### config.mk
export PLATFORM = sky130hd
export DESIGN_NAME = cpu_stage_ctrl
export DESIGN_NICKNAME = d
export VERILOG_FILES = /design/src/rtl/cpu_stage_ctrl_pkg.sv /design/src/rtl/ctrl_wait_timer.sv /design/src/rtl/cpu_stage_ctrl.sv
export SDC_FILE = /design/constraint.sdc
export NUM_CORES = 1
export LEC_CHECK = 0
export CORE_MARGIN = 2
export CORE_UTILIZATION = 38
export DETAILED_ROUTE_END_ITERATION = 10
export PLACE_DENSITY = 0.6
export SLEW_MARGIN = 25
export SYNTH_ARGS = -nofsm -noshare
export SYNTH_HDL_FRONTEND = slang
export SYNTH_SLANG_ARGS = --single-unit
export TNS_END_PERCENT = 30
### constraint.sdc
create_clock -name clk -period 4.1 [get_ports clk]
set_input_delay 0.41 -clock clk [delete_from_list [all_inputs] [get_ports clk]]
set_output_delay 0.41 -clock clk [all_outputs]
set_load 0.02 [all_outputs]
### src/rtl/cpu_stage_ctrl_pkg.sv
// Shared definitions for the NPC multi-cycle sequencing controller.
//   ctrl_state_e : FSM state codes, also driven out on the debug `state` port
//   Cause*       : mcause codes raised by the controller
//   dec_flags_t  : decoder flags captured in DECODE for the instruction in flight
package cpu_stage_ctrl_pkg;

    typedef enum logic [2:0] {
        StIdle   = 3'd0,
        StFetch  = 3'd1,
        StDecode = 3'd2,
        StExec   = 3'd3,
        StMem    = 3'd4,
        StWb     = 3'd5,
        StTrap   = 3'd6,
        StHalt   = 3'd7
    } ctrl_state_e;

    localparam logic [3:0] CauseIfuFault   = 4'd1;
    localparam logic [3:0] CauseLoadFault  = 4'd5;
    localparam logic [3:0] CauseStoreFault = 4'd7;

    typedef struct packed {
        logic       mem_ren;
        logic       mem_wen;
        logic       r_wen;
        logic       ebreak;
        logic [3:0] csr_wen;
    } dec_flags_t;

endpackage

### src/rtl/ctrl_wait_timer.sv
// Handshake wait timer for the FETCH and MEM states.
//   clk, rst : clock, asynchronous active-high reset
//   clear    : hold the count at zero (asserted whenever not waiting)
//   run      : count one cycle of waiting
//   expired  : count has reached WAIT_TIMEOUT while waiting
// The caller decides whether a response in the expiry cycle wins.
module ctrl_wait_timer #(
    parameter int unsigned WAIT_TIMEOUT = 255
) (
    input  logic clk,
    input  logic rst,
    input  logic clear,
    input  logic run,
    output logic expired
);

    logic [15:0] count_q;

    always_ff @(posedge clk or posedge rst) begin
        if (rst) begin
            count_q <= '0;
        end else if (clear) begin
            count_q <= '0;
        end else if (run) begin
            count_q <= count_q + 16'd1;
        end
    end

    // Count is 0 in the first waiting cycle, so expiry lands in cycle WAIT_TIMEOUT+1.
    assign expired = run && (count_q == 16'(WAIT_TIMEOUT));

endmodule

### src/rtl/cpu_stage_ctrl.sv
// Multi-cycle sequencing controller: IDLE -> FETCH -> DECODE -> EXEC -> [MEM] -> WB.
// Holds the fetch/LSU handshakes, gates decoder write enables into WB only, turns
// fetch/LSU errors and wait timeouts into trap requests and halts on ebreak.
//   ifu_req/ifu_rvalid/ifu_err/ir_en     : fetch handshake and IR load strobe
//   dec_*                                : decoder flags, sampled in DECODE
//   lsu_req/lsu_wen/lsu_done/lsu_err     : LSU handshake
//   r_wen/csr_wen/pc_en                  : writeback strobes
//   trap_en/trap_cause, halted, state    : trap request, halt flag, debug state
//   cycle_cnt/instret_cnt                : performance counters, only with CTRL_PERF_CNT_EN
module cpu_stage_ctrl
    import cpu_stage_ctrl_pkg::*;
#(
    parameter int unsigned WAIT_TIMEOUT = 255,
    parameter int unsigned CNT_W        = 64
) (
    input  logic             clk,
    input  logic             rst,
    output logic             ifu_req,
    input  logic             ifu_rvalid,
    input  logic             ifu_err,
    output logic             ir_en,
    input  logic             dec_mem_ren,
    input  logic             dec_mem_wen,
    input  logic             dec_r_wen,
    input  logic             dec_ebreak,
    input  logic [3:0]       dec_csr_wen,
    output logic             lsu_req,
    output logic             lsu_wen,
    input  logic             lsu_done,
    input  logic             lsu_err,
    output logic             r_wen,
    output logic [3:0]       csr_wen,
    output logic             pc_en,
    output logic             trap_en,
    output logic [3:0]       trap_cause,
    output logic             halted,
    output logic [2:0]       state
`ifdef CTRL_PERF_CNT_EN
    ,
    output logic [CNT_W-1:0] cycle_cnt,
    output logic [CNT_W-1:0] instret_cnt
`endif
);

    ctrl_state_e state_q, state_d;
    dec_flags_t  flags_q;
    logic [3:0]  cause_q, cause_d;
    logic        waiting;
    logic        expired;
    logic [3:0]  mem_cause;

    assign waiting   = (state_q == StFetch) || (state_q == StMem);
    assign mem_cause = flags_q.mem_wen ? CauseStoreFault : CauseLoadFault;

    ctrl_wait_timer #(
        .WAIT_TIMEOUT(WAIT_TIMEOUT)
    ) u_wait_timer (
        .clk    (clk),
        .rst    (rst),
        .clear  (!waiting),
        .run    (waiting),
        .expired(expired)
    );

    always_ff @(posedge clk or posedge rst) begin
        if (rst) begin
            state_q <= StIdle;
            cause_q <= '0;
            flags_q <= '0;
        end else begin
            state_q <= state_d;
            cause_q <= cause_d;
            if (state_q == StDecode) begin
                flags_q <= '{mem_ren: dec_mem_ren, mem_wen: dec_mem_wen, r_wen: dec_r_wen,
                             ebreak: dec_ebreak, csr_wen: dec_csr_wen};
            end
        end
    end

    always_comb begin
        state_d    = state_q;
        cause_d    = cause_q;
        ifu_req    = 1'b0;
        ir_en      = 1'b0;
        lsu_req    = 1'b0;
        lsu_wen    = 1'b0;
        r_wen      = 1'b0;
        csr_wen    = '0;
        pc_en      = 1'b0;
        trap_en    = 1'b0;
        trap_cause = '0;
        halted     = 1'b0;
        unique case (state_q)
            StIdle: state_d = StFetch;
            StFetch: begin
                ifu_req = 1'b1;
                if (ifu_err || (!ifu_rvalid && expired)) begin
                    state_d = StTrap;
                    cause_d = CauseIfuFault;
                end else if (ifu_rvalid) begin
                    ir_en   = 1'b1;
                    state_d = StDecode;
                end
            end
            StDecode: state_d = StExec;
            StExec: begin
                if (flags_q.ebreak) begin
                    state_d = StHalt;
                end else if (flags_q.mem_ren || flags_q.mem_wen) begin
                    state_d = StMem;
                end else begin
                    state_d = StWb;
                end
            end
            StMem: begin
                lsu_req = 1'b1;
                lsu_wen = flags_q.mem_wen;
                if (lsu_err || (!lsu_done && expired)) begin
                    state_d = StTrap;
                    cause_d = mem_cause;
                end else if (lsu_done) begin
                    state_d = StWb;
                end
            end
            StWb: begin
                r_wen   = flags_q.r_wen;
                csr_wen = flags_q.csr_wen;
                pc_en   = 1'b1;
                state_d = StFetch;
            end
            StTrap: begin
                trap_en    = 1'b1;
                trap_cause = cause_q;
                state_d    = StFetch;
            end
            StHalt: halted = 1'b1;
            default: state_d = StIdle;
        endcase
    end

    assign state = state_q;

`ifdef CTRL_PERF_CNT_EN
    logic [CNT_W-1:0] cycle_cnt_q, instret_cnt_q;

    always_ff @(posedge clk or posedge rst) begin
        if (rst) begin
            cycle_cnt_q   <= '0;
            instret_cnt_q <= '0;
        end else begin
            cycle_cnt_q <= cycle_cnt_q + 1'b1;
            if (state_q == StWb) begin
                instret_cnt_q <= instret_cnt_q + 1'b1;
            end
        end
    end

    assign cycle_cnt   = cycle_cnt_q;
    assign instret_cnt = instret_cnt_q;
`endif

endmodule

==> flow_summary_export.csv <==
group,metric,value,unit
floorplan,die_x,68.4,µm
setup_path,cp-end-kind,"output port",
power,p_per_area,594,mW/mm²
logic_synthesis,synth-main-ff-cell,"dfrtp_1",
clocking,root_buffer,"clkbuf_8",
logic_synthesis,synthTopCellsByArea,"dfrtp_1, mux2_2, xor2_1",
place,dp_hpwl,2180,µm
clocking,path_clk_slew,60,ps
logic_synthesis,yosysSeqAreaShare,47.7,%
setup_path,required,3690,ps
clocking,cts_hold_buf,0,
logic_synthesis,syn_inst,154,
logic_synthesis,avgSynthCellArea,10.2,µm²
logic_synthesis,yosysTopAreaCellShare,47.7,%
detailed_routing,drc,0,
power,vdd_drop_max,314,µV
timing,finClkSkew,5.58,ps
grt,grt_antenna_before_repair,0,
layout,area_delta_synth_final,26.1,%
floorplan,start_util,39.3,%
detailed_routing,via_count,1206,
timing,final_hold_viol_count,0,
floorplan,fp-row-count,23,
grt,grt_pass1_wl,5440,µm
detailed_routing,wire_per_inst,13.2,µm
grt,grt_max_degree,31,
logic_synthesis,async_flop_share,100,%
clocking,post-cts-setup-buffers,0,
layout,drive_gt1_share,10.4,%
detailed_routing,wirelength,3080,µm
run,cap_violations,0,
grt,grt_pass1_vias,1246,
logic_synthesis,yosysTopAreaCell,"dfrtp_1",
floorplan,core_area,0.00400,mm²
detailed_routing,detail-route-antenna-nets,0,
detailed_routing,dr.first_iter.drc_count,101,
logic_synthesis,ys_seq_elements,30,
timing,drv_slew,0,
floorplan,ios,33,
setup_path,critical_path_class,"register to output port",
layout,num-fill-cells,363,
setup_path,arrival,2130,ps
logic_synthesis,synthesis.nets,169,
logic_synthesis,synth_edf_count,0,
clocking,cts_made_buffers,5,
clocking,ctsResizeCount,0,
logic_synthesis,ys_types,42,
power,p_leak,0.853,nW
worst_hold_path,hp-class,"register to register",
clocking,clk_path_buf_depth,2,
clocking,cts.sinks,30,
setup_path,critPathLaunchType,"register",
timing,maxSlewHeadroom,58.2,%
floorplan,die_y,68.4,µm
timing,tns,0,ps
timing,setup_viol,0,
grt,track_usage,15.8,%
detailed_routing,via_per_inst,5.18,
grt,gr-total-overflow,0,
status,outcome,"finished clean",
place,numPortBuffers,31,
floorplan,dieArea,0.00467,mm²
setup_path,crit_fanout,16,
place,place.gp.congestion,0.782,
detailed_routing,drt-pass1-iter-count,4,
timing,fin_crit_sh,61.9,%
clocking,clk_latency,270,ps
timing,period_needed,2540,ps
timing,worst_pin_slew,626,ps
clocking,cts_tree,"done",
timing,max_freq,394,MHz
logic_synthesis,synthesis.area,0.00157,mm²
logic_synthesis,yosysWarningCount,0,
layout,nets,199,
timing,rsz0062_at_grt,"no",
layout,final_core_util,49.6,%
layout,antenna_cells,0,
clocking,cts.htree.levels,2,
-- layout make-up --
class                           instances  area, µm²  share of cell area (%)
Clock buffer                            6       82.6                    4.16
Tap cell                               50       62.6                    3.15
Sequential cell                        30        751                    37.8
Inverter                                4       15.0                   0.757
Timing Repair Buffer                   31        310                    15.6
Multi-Input combinational cell        112        763                    38.5
-- cells in the mapped netlist, types with 2 or more instances --
| cell type | count |
|---|---|
| mux2_2 | 8 |
| a21oi_1 | 2 |
| clkbuf_1 | 2 |
| o21ai_0 | 4 |
| nand3_1 | 7 |
| dfrtp_1 | 30 |
| xor2_1 | 10 |
| inv_1 | 4 |
| nor3_1 | 4 |
| o21ai_1 | 2 |
| nand2_1 | 4 |
| and3_1 | 7 |
| nand4_1 | 3 |
| nand2b_1 | 3 |
| buf_2 | 3 |
| and2_1 | 10 |
| and4_1 | 4 |
| xnor2_1 | 4 |
| nor2_1 | 19 |
| nor2b_1 | 2 |
-- final timing paths --
check	start	to	slack, ps	cells after the start
max	state[2]	csr_wen[1]	1560	3
min	u_wait_timer.count_q[0]	u_wait_timer.count_q[0]	450	1
max reg2reg	state[0]	cause_q[1]	1870	5
min reg2reg	u_wait_timer.count_q[0]	u_wait_timer.count_q[0]	450	1
max in group asynchronous	rst	u_wait_timer.count_q[13]	3150	2
min in group asynchronous	rst	flags_q[1]	540	2
-- flip-flops by register name, summed over array words and instances (netlist names) --
name,count
cause_q,3
state,3
flags_q,8
u_wait_timer.count_q,16
-- kinds of logic (layout without fill, tap and decap cells) --
family / after synthesis / after routing / synth area share [%]
AO/OA/AOI/OAI: 15 / 15 / 6.28
XOR/XNOR: 14 / 14 / 7.79
adder cells (fa/ha/maj): 1 / 1 / 0.795
buffers and inverters: 12 / 41 / 3.82
flip-flops: 30 / 30 / 47.7
multiplexers: 10 / 10 / 7.31
other: 1 / 1 / 0.238
AND/OR/NAND/NOR: 71 / 71 / 26.1
-- per-stage QoR --
step	cells	power (W)	setup WS, ps	hold slack (ps)	area [µm²]
finish	233	0.00118	1560	448	1980
global route	233	0.00127	1400	486	1980
CTS	233	0.00120	1540	451	1980
detailed placement	227	0.000963	1860	442	1900
global placement	227	0.000955	1890	432	1900
floorplan	154	0.000796	2190	424	1570
-- critical path, stage by stage, from the launching register on --
cell,delay [ps]
dfrtp_1,630
nor2b_1,390
and3_1,210
clkdlybuf4s50_1,620
-- routing by layer --
metal / up-vias / GRT usage, % / wire, µm
met4: 0 / 6.75 / 34
met3: 4 / 4.77 / 138
met1: 590 / 20.3 / 1440
li1: 588 / - / -
met2: 24 / 24.6 / 1460
met5: - / 0 / 0
-- where the power goes --
group	internal [W]	switching [W]	leakage, nW	total [W]
combinational	0.000249	0.000243	0.424	0.000492
sequential	0.000369	0.0000919	0.386	0.000461
clock	0.000129	0.0000962	0.0431	0.000225
total	0.000747	0.000431	0.853	0.00118
-- placed cells by master, fill, tap and decap left out, types with 3 or more instances in the layout --
cell / count
clkdlybuf4s50_1: 31
dfrtp_1: 30
nor2_1: 19
and2_1: 10
xor2_1: 10
mux2_2: 8
nand3_1: 7
and3_1: 7
clkbuf_8: 6
and4_1: 4
nor3_1: 4
o21ai_0: 4
nand2_1: 4
xnor2_1: 4
nand2b_1: 3
nand4_1: 3
inv_1: 3
Power figures use the tool's default switching activity.
